$ cat src/rtl/vx_fpu_fma_req_stage_pkg.sv
// Shared FPU definitions for the FMA request path: op encoding, rounding-mode
// constants and the op -> control-triple decode.
package vx_fpu_fma_req_stage_pkg;

  typedef enum logic [2:0] {
    FMA_ADD   = 3'd0,
    FMA_SUB   = 3'd1,
    FMA_MUL   = 3'd2,
    FMA_MADD  = 3'd3,
    FMA_MSUB  = 3'd4,
    FMA_NMSUB = 3'd5,
    FMA_NMADD = 3'd6,
    FMA_RSVD  = 3'd7
  } fma_op_t;

  localparam logic [2:0] FRM_DYN = 3'd7;

  typedef struct packed {
    logic is_madd;
    logic is_sub;
    logic is_neg;
    logic bad_op;
  } fma_ctl_t;

  function automatic logic is_valid_frm(input logic [2:0] frm);
    return frm < 3'd5;
  endfunction

  function automatic fma_ctl_t fma_decode(input fma_op_t op);
    fma_ctl_t c;
    c = '0;
    case (op)
      FMA_SUB:   c.is_sub  = 1'b1;
      FMA_MUL:   c.is_neg  = 1'b1;
      FMA_MADD:  c.is_madd = 1'b1;
      FMA_MSUB:  begin c.is_madd = 1'b1; c.is_sub = 1'b1; end
      FMA_NMSUB: begin c.is_madd = 1'b1; c.is_sub = 1'b1; c.is_neg = 1'b1; end
      FMA_NMADD: begin c.is_madd = 1'b1; c.is_neg = 1'b1; end
      FMA_RSVD:  c.bad_op = 1'b1;
      default:   c = '0;
    endcase
    return c;
  endfunction

endpackage

$ cat src/rtl/vx_fpu_fma_req_stage_skid_buf.sv
// Generic 2-entry skid buffer: output register plus one skid slot, so the
// upstream ready is a pure flop and never depends on ready_out.
module vx_skid_buf #(
  parameter int DATAW = 1
) (
  input  logic             clk,
  input  logic             reset,
  input  logic             valid_in,
  output logic             ready_in,
  input  logic [DATAW-1:0] data_in,
  output logic             valid_out,
  input  logic             ready_out,
  output logic [DATAW-1:0] data_out
);

  logic             sk_valid;
  logic [DATAW-1:0] sk_data;
  logic             push, to_or, to_sk;

  assign ready_in = !sk_valid;
  assign push     = valid_in && !sk_valid;
  assign to_or    = push && (!valid_out || ready_out);
  assign to_sk    = push && valid_out && !ready_out;

  always_ff @(posedge clk or posedge reset) begin
    if (reset) begin
      valid_out <= 1'b0;
      sk_valid  <= 1'b0;
    end else if (sk_valid) begin
      if (ready_out) sk_valid <= 1'b0;
    end else if (to_or) begin
      valid_out <= 1'b1;
    end else if (to_sk) begin
      sk_valid <= 1'b1;
    end else if (ready_out) begin
      valid_out <= 1'b0;
    end
  end

  // Payload flops carry no reset; they are only observed under valid_out.
  always_ff @(posedge clk) begin
    if (sk_valid && ready_out) data_out <= sk_data;
    else if (to_or)            data_out <= data_in;
    if (to_sk)                 sk_data  <= data_in;
  end

endmodule

$ cat src/rtl/vx_fpu_fma_req_stage.sv
// FMA request staging: decodes op and rounding mode at acceptance, drops
// all-masked requests, and registers the result through a skid buffer.
module vx_fpu_fma_req_stage
  import vx_fpu_fma_req_stage_pkg::*;
#(
  parameter int NUM_LANES = 1,
  parameter int TAG_WIDTH = 1
) (
  input  logic                            clk,
  input  logic                            reset,
  input  logic                            valid_in,
  output logic                            ready_in,
  input  fma_op_t                         op_in,
  input  logic [2:0]                      frm_in,
  input  logic [2:0]                      csr_frm,
  input  logic [NUM_LANES-1:0]            mask_in,
  input  logic [TAG_WIDTH-1:0]            tag_in,
  input  logic [NUM_LANES-1:0][31:0]      dataa_in,
  input  logic [NUM_LANES-1:0][31:0]      datab_in,
  input  logic [NUM_LANES-1:0][31:0]      datac_in,
  output logic                            valid_out,
  input  logic                            ready_out,
  output logic                            is_madd,
  output logic                            is_sub,
  output logic                            is_neg,
  output logic [2:0]                      frm,
  output logic                            illegal,
  output logic [NUM_LANES-1:0]            mask_out,
  output logic [TAG_WIDTH-1:0]            tag_out,
  output logic [NUM_LANES-1:0][31:0]      dataa,
  output logic [NUM_LANES-1:0][31:0]      datab,
  output logic [NUM_LANES-1:0][31:0]      datac,
  output logic [15:0]                     drop_cnt
);

  typedef struct packed {
    logic                       illegal;
    logic [2:0]                 frm;
    logic                       is_madd;
    logic                       is_sub;
    logic                       is_neg;
    logic [TAG_WIDTH-1:0]       tag;
    logic [NUM_LANES-1:0]       mask;
    logic [NUM_LANES-1:0][31:0] dataa;
    logic [NUM_LANES-1:0][31:0] datab;
    logic [NUM_LANES-1:0][31:0] datac;
  } req_t;

  localparam int DATAW = $bits(req_t);

  fma_ctl_t   ctl;
  logic [2:0] frm_res;
  logic       accept, enq, drop;
  req_t       req_d, req_q;

  assign ctl     = fma_decode(op_in);
  assign frm_res = (frm_in == FRM_DYN) ? csr_frm : frm_in;
  assign accept  = valid_in && ready_in;
  assign enq     = valid_in && (mask_in != '0);
  assign drop    = accept && (mask_in == '0);

  always_comb begin
    req_d         = '0;
    req_d.illegal = ctl.bad_op || !is_valid_frm(frm_res);
    req_d.frm     = frm_res;
    req_d.is_madd = ctl.is_madd;
    req_d.is_sub  = ctl.is_sub;
    req_d.is_neg  = ctl.is_neg;
    req_d.tag     = tag_in;
    req_d.mask    = mask_in;
    req_d.dataa   = dataa_in;
    req_d.datab   = datab_in;
    req_d.datac   = datac_in;
  end

  // Masked-out requests never enter the buffer but still see the same ready.
  vx_skid_buf #(.DATAW(DATAW)) skid (
    .clk       (clk),
    .reset     (reset),
    .valid_in  (enq),
    .ready_in  (ready_in),
    .data_in   (req_d),
    .valid_out (valid_out),
    .ready_out (ready_out),
    .data_out  (req_q)
  );

  always_ff @(posedge clk or posedge reset) begin
    if (reset)                          drop_cnt <= '0;
    else if (drop && drop_cnt != '1)    drop_cnt <= drop_cnt + 16'd1;
  end

  assign illegal  = req_q.illegal;
  assign frm      = req_q.frm;
  assign is_madd  = req_q.is_madd;
  assign is_sub   = req_q.is_sub;
  assign is_neg   = req_q.is_neg;
  assign tag_out  = req_q.tag;
  assign mask_out = req_q.mask;
  assign dataa    = req_q.dataa;
  assign datab    = req_q.datab;
  assign datac    = req_q.datac;

endmodule
$ cat config.mk
export PLATFORM = sky130hd
export DESIGN_NAME = vx_fpu_fma_req_stage
export DESIGN_NICKNAME = d
export VERILOG_FILES = /design/src/rtl/vx_fpu_fma_req_stage_pkg.sv /design/src/rtl/vx_fpu_fma_req_stage_skid_buf.sv /design/src/rtl/vx_fpu_fma_req_stage.sv
export SDC_FILE = /design/constraint.sdc
export NUM_CORES = 1
export LEC_CHECK = 0
export CORE_MARGIN = 2
export CORE_UTILIZATION = 44
export DETAILED_ROUTE_END_ITERATION = 12
export GPL_TIMING_DRIVEN = 0
export PLACE_DENSITY = 0.79
export REMOVE_ABC_BUFFERS = 1
export SYNTH_ARGS = -nofsm -noshare
export SYNTH_HDL_FRONTEND = slang
export SYNTH_SLANG_ARGS = --single-unit
$ cat constraint.sdc
create_clock -name clk -period 11.45 [get_ports clk]
set_clock_uncertainty 0.2 [all_clocks]
set_input_delay 2.8625 -clock clk [delete_from_list [all_inputs] [get_ports clk]]
set_output_delay 2.8625 -clock clk [all_outputs]
set_load 0.03 [all_outputs]
==> impl_metrics.tcl, run 1 <==
set metrics [dict create \
    status "completed" \
    via_per_inst 4.806 \
    crit_family "buffers and inverters" \
    antenna_found_initial 1 \
    regArea_sq_mm 0.006756 \
    fin_ws_ns 5.985 \
    h-tree-depth 1 \
    first_pass_iters 5 \
    grt_pass1_wl_um 30290 \
    syn-instance-count 652 \
    clock_latency_ns 0.50 \
    numCtsBuffers 24 \
    fillerInstances 1484 \
    finalCriticalPeriod_ns 5.465 \
    path_class "input pin to flip-flop" \
    fmax_ghz 0.1830 \
    rsz0062_at_grt "false" \
    layout-area-overhead-vs-synth_pct 43.27 \
    slowest_delay_ns 0.60 \
    p_leak_nw 4.790 \
    core_sq_mm 0.01940 \
    cts_tree "done" \
    io_buffers 233 \
    multi_input_area_sq_mm 0.001792 \
    syn-cell-area_sq_mm 0.008643 \
    grt_overflow 0 \
    place_ws_ns 5.454 \
    synth_seq_cells 228 \
    wl_um 20130 \
    grt_pass1_vias 5656 \
    required_ns 11.46 \
    die_h_um 144.2 \
    crit_slowest_cell "nor4b_2" \
    synth-seq-area-share_pct 78.17 \
    path_common_cell "buf_4" \
    die_w_um 144.2 \
    worstPathCellList "clkdlybuf4s50_1 -> nand2_1 -> nor4b_2 -> buf_4 -> buf_4 -> buf_4 -> buf_4 -> buf_4 -> buf_4" \
    relSlewSlack_pct 44.06 \
    clkTransAtPathRegs_ns 0.06 \
    drt_iter0_drc 324 \
    critPathMaxFanout 9 \
    maxCapViolCount 0 \
    grt_usage_pct 18.78 \
    layout-drive-gt1-share_pct 8.190 \
    yosysWarnings 0 \
    root_buffer "clkbuf_16" \
    synthDistinctLibCells 37 \
    finalCritPeriodShare_pct 47.73 \
    num_rows 51 \
    end_kind "flip-flop" \
    ir_drop_v 0.0001087 \
    finalPower_w 0.002138 \
    ant_nets 0 \
    startpoint_type "input pin" \
    start_util_pct 44.56 \
    num-nets-final 1022 \
    avgSynthCellArea_sq_um 13.26 \
    critPathArrivalTime_ns 5.47 \
    post_cts_resized 0 \
    cts_hold_buf 0 \
    power_density_mw_per_mm2 172.7 \
    wl_per_cell_um 16.86 \
    drv_slew 0 \
    finalHoldViolations 0 \
    ios 234 \
    cts_setup_buffers 0 \
    reg2reg_from "skid.sk_valid" \
    place_hpwl_um 13640 \
    cts.sinks 228 \
    routed-via-count 5738 \
    dieArea_sq_mm 0.02078 \
    cp-startpoint "mask_in" \
    critPathBufInv 7 \
    hp-class "flip-flop to flip-flop" \
    hold_path.startpoint "skid.sk_data[52]" \
    place_congestion 0.7904 \
    max_slew.worst_pin.slew_ns 0.8372 \
    route.detailed.drc 0 \
    clockBufferDepth 3 \
    setup_viol 0 \
    grt_max_degree 75 \
]
-- tightest hold or removal path, cell delays in order, from the launching register on --
cell and delay [ns]:
edfxtp_1 0.32, nand2_1 0.04, nand2_1 0.05
-- worst paths after layout --
path | slack, ns | depth (start not counted) | to
worst min register to register | 0.31 | 2 | skid.data_out[52]
worst max register to register | 8.59 | 7 | skid.sk_data[41]
min in group asynchronous | 2.58 | 2 | skid.valid_out
worst max-delay path | 5.98 | 9 | skid.sk_data[41]
worst min-delay path | 0.31 | 2 | skid.data_out[52]
max in group asynchronous | 8.02 | 2 | drop_cnt[12]
-- metrics by stage --
stage                     hold slack [ns]  utilization [%]  instances  cell area (sq um)  TNS (ns)
after floorplan                    0.2836                -        629               8542   -368.84
after global placement             0.2864            57.77       1127              11210  -1217.23
after detailed placement           0.2911            59.37       1149              11520         0
after CTS                          0.3092            63.82       1193              12380         0
after global routing               0.3240            63.82       1193              12380         0
final                              0.3083            63.84       1194              12380         0
-- power breakdown --
part,total (W),switching (W),internal (W)
Sequential,0.00100,0.0000305,0.000970
Combinational,0.000306,0.000173,0.000134
Clock,0.000831,0.000314,0.000518
Total,0.00214,0.000517,0.00162
-- state kept, by name, summed over array words and instances (netlist names) --
register and cells:
skid.data_out 105, skid.sk_data 105, drop_cnt 16, skid.sk_valid 1, skid.valid_out 1
-- cells by family (layout without fill, tap and decap cells) --
kind of cell	count (synthesis)	count (layout)	synth area share, %
XOR/XNOR	14	14	1.419
other	0	1	0
flip-flops	228	228	78.17
AND/OR/NAND/NOR	357	357	17.01
AO/OA/AOI/OAI	18	18	1.230
buffers and inverters	30	306	1.477
multiplexers	4	4	0.5500
adder cells (fa/ha/maj)	1	1	0.1447
-- metal layers --
layer	global-route usage (%)	part of all wire [%]
met4	3.986	1.5
met5	0	0
met3	5.265	9.2
met2	32.93	49
met1	23.44	40
-- cell usage in the layout (no fill, tap or decap), drive strengths merged --
master	n
a21o	2
a21oi	3
a31oi	1
a41oi	1
and3	2
and4	3
buf	22
bufinv	4
clkbuf	34
clkdlybuf4s50	233
clkinv	2
clkinvlp	3
dfrtp	18
diode	1
edfxtp	210
ha	1
inv	8
mux2	3
mux2i	1
nand2	315
nand3	5
nand4	4
nor2	13
nor3	6
nor3b	2
nor4	5
nor4b	1
o2111ai	1
o21a	1
o21ai	9
or2	1
xnor2	2
xor2	12
-- final cells by class --
cell class	instances	share of cell area, %
clock buffer	34	5.648
clock inverter	10	1.324
tap	265	2.678
timing repair buffer	255	21.09
multi-input combinational	394	14.47
inverter	7	0.2122
sequential	228	54.56
antenna	1	0.02021
-- synth_stat cells (all sizes together) --
| library cell | count | share of area, % |
|---|---|---|
| clkbuf | 15 | 0.65 |
| nor4b | 1 | 0.10 |
| nor4 | 5 | 0.58 |
| nand3 | 5 | 0.35 |
| and4 | 3 | 0.30 |
| dfrtp | 18 | 5.2 |
| nor3b | 2 | 0.36 |
| xnor2 | 2 | 0.20 |
| edfxtp | 210 | 73 |
| o2111ai | 1 | 0.10 |
| ha | 1 | 0.14 |
| a31oi | 1 | 0.072 |
| mux2i | 1 | 0.12 |
| nand2 | 315 | 14 |
| o21ai | 9 | 0.52 |
| xor2 | 12 | 1.2 |
| a21oi | 3 | 0.17 |
| o21a | 1 | 0.087 |
| nand4 | 4 | 0.46 |
| a21o | 2 | 0.17 |
| and3 | 2 | 0.16 |
| inv | 7 | 0.30 |
| nor2 | 13 | 0.56 |
| mux2 | 3 | 0.43 |
| buf | 8 | 0.52 |
| nor3 | 6 | 0.35 |
| a41oi | 1 | 0.10 |
| or2 | 1 | 0.072 |
Note: power is estimated with default switching activity, not from simulation.
==> run 2, diff against run 1 <==
--- a/config.mk
+++ b/config.mk
@@ -6,10 +6,10 @@
 export NUM_CORES = 1
 export LEC_CHECK = 0
 export CORE_MARGIN = 2
-export CORE_UTILIZATION = 44
+export CORE_UTILIZATION = 48
 export DETAILED_ROUTE_END_ITERATION = 12
 export GPL_TIMING_DRIVEN = 0
-export PLACE_DENSITY = 0.79
+export PLACE_DENSITY = 0.82
 export REMOVE_ABC_BUFFERS = 1
 export SYNTH_ARGS = -nofsm -noshare
 export SYNTH_HDL_FRONTEND = slang
==> constraint.sdc (replaced) <==
create_clock -name clk -period 5.25 [get_ports clk]
set_clock_uncertainty 0.2 [all_clocks]
set_input_delay 1.3125 -clock clk [delete_from_list [all_inputs] [get_ports clk]]
set_output_delay 1.3125 -clock clk [all_outputs]
set_load 0.03 [all_outputs]
==> impl_metrics.tcl, run 2 (synthesis gave the netlist of run 1 again) <==
set metrics [dict create \
    numCtsBuffers 24 \
    crit_slowest_cell "nor4b_2" \
    start_util_pct 48.45 \
    critPathArrivalTime_ns 3.98 \
    p_leak_nw 4.780 \
    die_w_um 138.2 \
    antenna_cells 0 \
    maxCapViolCount 0 \
    fillerInstances 1254 \
    layout-area-overhead-vs-synth_pct 42.24 \
    finalCritPeriodShare_pct 75.89 \
    dpl_cell_area_sq_mm 0.01148 \
    drt_iter0_drc 439 \
    num-nets-final 1023 \
    required_ns 5.25 \
    power_density_mw_per_mm2 372.3 \
    ios 234 \
    fin_util_pct 68.91 \
    crit_family "buffers and inverters" \
    num_rows 49 \
    grt_usage_pct 20.47 \
    status "completed" \
    layout-drive-gt1-share_pct 8.181 \
    clock_latency_ns 0.50 \
    grt_max_degree 55 \
    setup_tns_ns 0 \
    wl_per_cell_um 16.99 \
    h-tree-depth 1 \
    post_cts_resized 0 \
    first_pass_iters 5 \
    io_buffers 233 \
    drv_slew 0 \
    via_per_inst 5.007 \
    grt_pass1_vias 5782 \
    multi_input_area_sq_mm 0.001792 \
    startpoint_type "input pin" \
    final_common_cell "nand2_1" \
    antenna_found_initial 0 \
    clkTransAtPathRegs_ns 0.06 \
    setup_viol 0 \
    whs_ns 0.3016 \
    clockBufferDepth 3 \
    die_h_um 138.2 \
    slowest_delay_ns 0.81 \
    cts_hold_buf 0 \
    path_common_cell "buf_4" \
    place_congestion 0.8101 \
    fmax_ghz 0.2510 \
    ant_nets 0 \
    routed-via-count 5798 \
    grt_pass1_wl_um 31440 \
    grt_overflow 0 \
    cts.sinks 228 \
    relSlewSlack_pct 40.54 \
    cts_tree "done" \
    worstPathCellList "clkdlybuf4s50_1 -> nand2_1 -> nor4b_2 -> buf_4 -> buf_4 -> buf_4 -> buf_4 -> buf_4" \
    wl_um 19670 \
    dieArea_sq_mm 0.01910 \
    critPathBufInv 6 \
    fin_area_sq_mm 0.01229 \
    finalHoldViolations 0 \
    rsz0062_at_grt "false" \
    ir_drop_v 0.0003383 \
    reg_top3 "skid.data_out: 105 flops, skid.sk_data: 105 flops, drop_cnt: 16 flops" \
    regArea_sq_mm 0.006756 \
    root_buffer "clkbuf_16" \
    max_slew.worst_pin.slew_ns 0.8895 \
    place_hpwl_um 13700 \
    core_sq_mm 0.01784 \
    end_kind "flip-flop" \
    final_cell_mix "nand2_1, clkdlybuf4s50_1, edfxtp_1, clkbuf_16, dfrtp_1" \
    hp-class "flip-flop to flip-flop" \
    critPathMaxFanout 9 \
    cts_setup_buffers 0 \
    finalCriticalPeriod_ns 3.984 \
    route.detailed.drc 0 \
    r2r_slack_ns 2.32 \
    path_class "input pin to flip-flop" \
]
run 2: cell count changes in the layout (fill, tap and decap cells not counted), sizes merged:
cell and change:
inv -1, clkbuf -6, diode -1, clkinvlp -1, clkinv +8, buf +1
run 2: worst reg2reg max path, cell delays in order, from the launching register on:
cell     delay (ns)
dfrtp_1        0.50
nor4b_2        0.84
buf_4          0.32
buf_4          0.20
buf_4          0.18
buf_4          0.19
buf_4          0.20
run 2: power breakdown:
group | internal (W) | switching [W]
clock | 0.00106 | 0.000671
sequential | 0.00212 | 0.0000646
combinational | 0.000291 | 0.000372
total | 0.00347 | 0.00111
run 2: final cells by class:
class | count | area share (%)
multi-input cells | 394 | 14.57
inverters | 7 | 0.2137
clock buffers | 28 | 5.180
repair buffers | 256 | 21.28
well taps | 229 | 2.331
clock inverters | 16 | 1.466
flip-flops and latches | 228 | 54.96
run 2: stage by stage:
step                power [W]  instances  worst slack (ns)
floorplan            0.002555        629            -8.136
global placement     0.002879       1091            -15.04
detailed placement   0.002883       1114            0.7046
CTS                  0.004628       1158             1.221
global route         0.004736       1158             1.102
finish               0.004578       1158             1.266
run 2: path summary, 6_finish.rpt:
kind	from	end	cells past startpoint
max	mask_in	skid.sk_data[95]	8
min	skid.sk_data[23]	skid.data_out[23]	2
max reg2reg	skid.sk_valid	skid.sk_data[95]	6
min reg2reg	skid.sk_data[23]	skid.data_out[23]	2
max in group asynchronous	reset	drop_cnt[6]	2
min in group asynchronous	reset	drop_cnt[12]	2
run 2: routing by layer:
metal  vias up  global-route usage [%]  wire [um]
li1       2768                       -          -
met3        44                   4.226       1356
met5         -                       0          0
met2       221                   36.01       9928
met1      2765                   25.86       7864
met4         0                   5.908        525
==> run 3, diff against run 2 <==
==> constraint.sdc (replaced) <==
create_clock -name clk -period 3.72 [get_ports clk]
set_clock_uncertainty 0.2 [all_clocks]
set_input_delay 0.93 -clock clk [delete_from_list [all_inputs] [get_ports clk]]
set_output_delay 0.93 -clock clk [all_outputs]
set_load 0.03 [all_outputs]
==> impl_metrics.tcl, run 3 (synthesis gave the netlist of run 1 again) <==
set metrics [dict create \
    status "completed" \
    fillerInstances 1254 \
    grt_pass1_vias 5782 \
    ant_nets 0 \
    fmax_ghz 0.2984 \
    end_kind "flip-flop" \
    r2r_slack_ns 1.05 \
    timing.rr.end "skid.sk_data[95]" \
    dieArea_sq_mm 0.01910 \
    hold_path.startpoint "skid.sk_data[45]" \
    place_congestion 0.8101 \
    hp-class "flip-flop to flip-flop" \
    wl_um 19800 \
    fin_util_pct 68.96 \
    die_w_um 138.2 \
    ios 234 \
    root_buffer "clkbuf_16" \
    seqPwrFrac_pct 47.6 \
    cts.sinks 228 \
    place_ws_ns -0.4429 \
    h-tree-depth 1 \
    reg2reg_depth 6 \
    setup_viol 0 \
    drt_iter0_drc 418 \
    worstPathCellList "clkdlybuf4s50_1 -> nand2_1 -> nor4b_4 -> buf_4 -> buf_4 -> buf_4 -> buf_4 -> buf_4" \
    io_buffers 233 \
    critPathMaxFanout 9 \
    grt_max_degree 55 \
    critPathArrivalTime_ns 3.35 \
    holdPathStages 2 \
    switchingPower_w 0.001569 \
    place_hpwl_um 13700 \
    finalCritPeriodShare_pct 90.09 \
    whs_ns 0.3026 \
    swShare_pct 24.27 \
    layout-drive-gt1-share_pct 8.181 \
    wl_per_cell_um 17.09 \
    multi_input_area_sq_mm 0.001800 \
    regArea_sq_mm 0.006756 \
    max_slew.worst_pin.slew_ns 0.6943 \
    drv_slew 0 \
    clock_latency_ns 0.50 \
    route.detailed.drc 0 \
    cts_hold_buf 0 \
    path_common_cell "buf_4" \
    p_int_w 0.004897 \
    finalHoldViolations 0 \
    clkPwrFrac_pct 37.9 \
    path_class "input pin to flip-flop" \
    required_ns 3.72 \
    combPwrFrac_pct 14.5 \
    cts_tree "done" \
    reg_top3 "skid.data_out: 105 flops, skid.sk_data: 105 flops, drop_cnt: 16 flops" \
    layout-area-overhead-vs-synth_pct 42.34 \
    die_h_um 138.2 \
    reg2reg_from "skid.sk_valid" \
    antenna_cells 0 \
    grt_overflow 0 \
    clkTransAtPathRegs_ns 0.06 \
    dpl_cell_area_sq_mm 0.01148 \
    rsz0062_at_grt "false" \
    fin_ws_ns 0.3688 \
    first_pass_iters 5 \
    start_util_pct 48.45 \
    post_cts_resized 0 \
    finalPower_w 0.006467 \
    maxCapViolCount 0 \
    ir_drop_v 0.0004769 \
    slowest_delay_ns 0.59 \
    fin_area_sq_mm 0.01230 \
    startpoint_type "input pin" \
    grt_usage_pct 20.47 \
    num_rows 49 \
    grt_pass1_wl_um 31440 \
    final_cell_mix "nand2_1, clkdlybuf4s50_1, edfxtp_1, clkbuf_16, dfrtp_1" \
    p_leak_nw 4.783 \
    via_per_inst 5.014 \
    clockBufferDepth 3 \
    final_common_cell "nand2_1" \
    cts_setup_buffers 0 \
    num-nets-final 1023 \
    hold-path-endpoint "skid.data_out[45]" \
    routed-via-count 5806 \
    crit_slowest_cell "clkdlybuf4s50_1" \
    relSlewSlack_pct 53.61 \
    finalCriticalPeriod_ns 3.351 \
    power_density_mw_per_mm2 525.6 \
    antenna_found_initial 0 \
    numCtsBuffers 24 \
    core_sq_mm 0.01784 \
]
[run 3: critical path: cells and delay by family]
family,cells,cell delay [ns]
simple gates,2,0.77
buf+inv,6,1.64
[run 3: routing by layer]
metal	GRT usage (%)	share of wire, %
met1	25.86	41
met2	36.01	50
met3	4.226	6.5
met4	5.908	2.6
met5	0	0
[run 3: cell type report]
cell class | count | share of cell area, %
flip-flops and latches | 228 | 54.92
well taps | 229 | 2.329
inverters | 7 | 0.2136
clock buffers | 28 | 5.176
repair buffers | 256 | 21.27
clock inverters | 16 | 1.464
multi-input cells | 394 | 14.63
[run 3: power groups by stage]
stage / Clock (W) / Combinational, W / Sequential (W)
floorplan: 0 / 0.000219 / 0.00339
global placement: 0 / 0.000892 / 0.00317
detailed placement: 0 / 0.000941 / 0.00313
CTS: 0.00251 / 0.000944 / 0.00308
global route: 0.00260 / 0.000995 / 0.00309
finish: 0.00245 / 0.000936 / 0.00308
[run 3: worst max-delay path by stage]
stage                                  end  startpoint
after floorplan            skid.sk_data[0]   ready_out
after global placement    skid.sk_data[16]     mask_in
after detailed placement  skid.sk_data[16]     mask_in
after CTS                 skid.sk_data[95]     mask_in
after global routing      skid.sk_data[95]     mask_in
final                     skid.sk_data[95]     mask_in
[run 3: metrics by stage]
step,instances,setup TNS [ns]
after floorplan,629,-1418.42
after global placement,1091,-2843.03
after detailed placement,1114,-11.91
after CTS,1158,0
after global routing,1158,0
final,1158,0
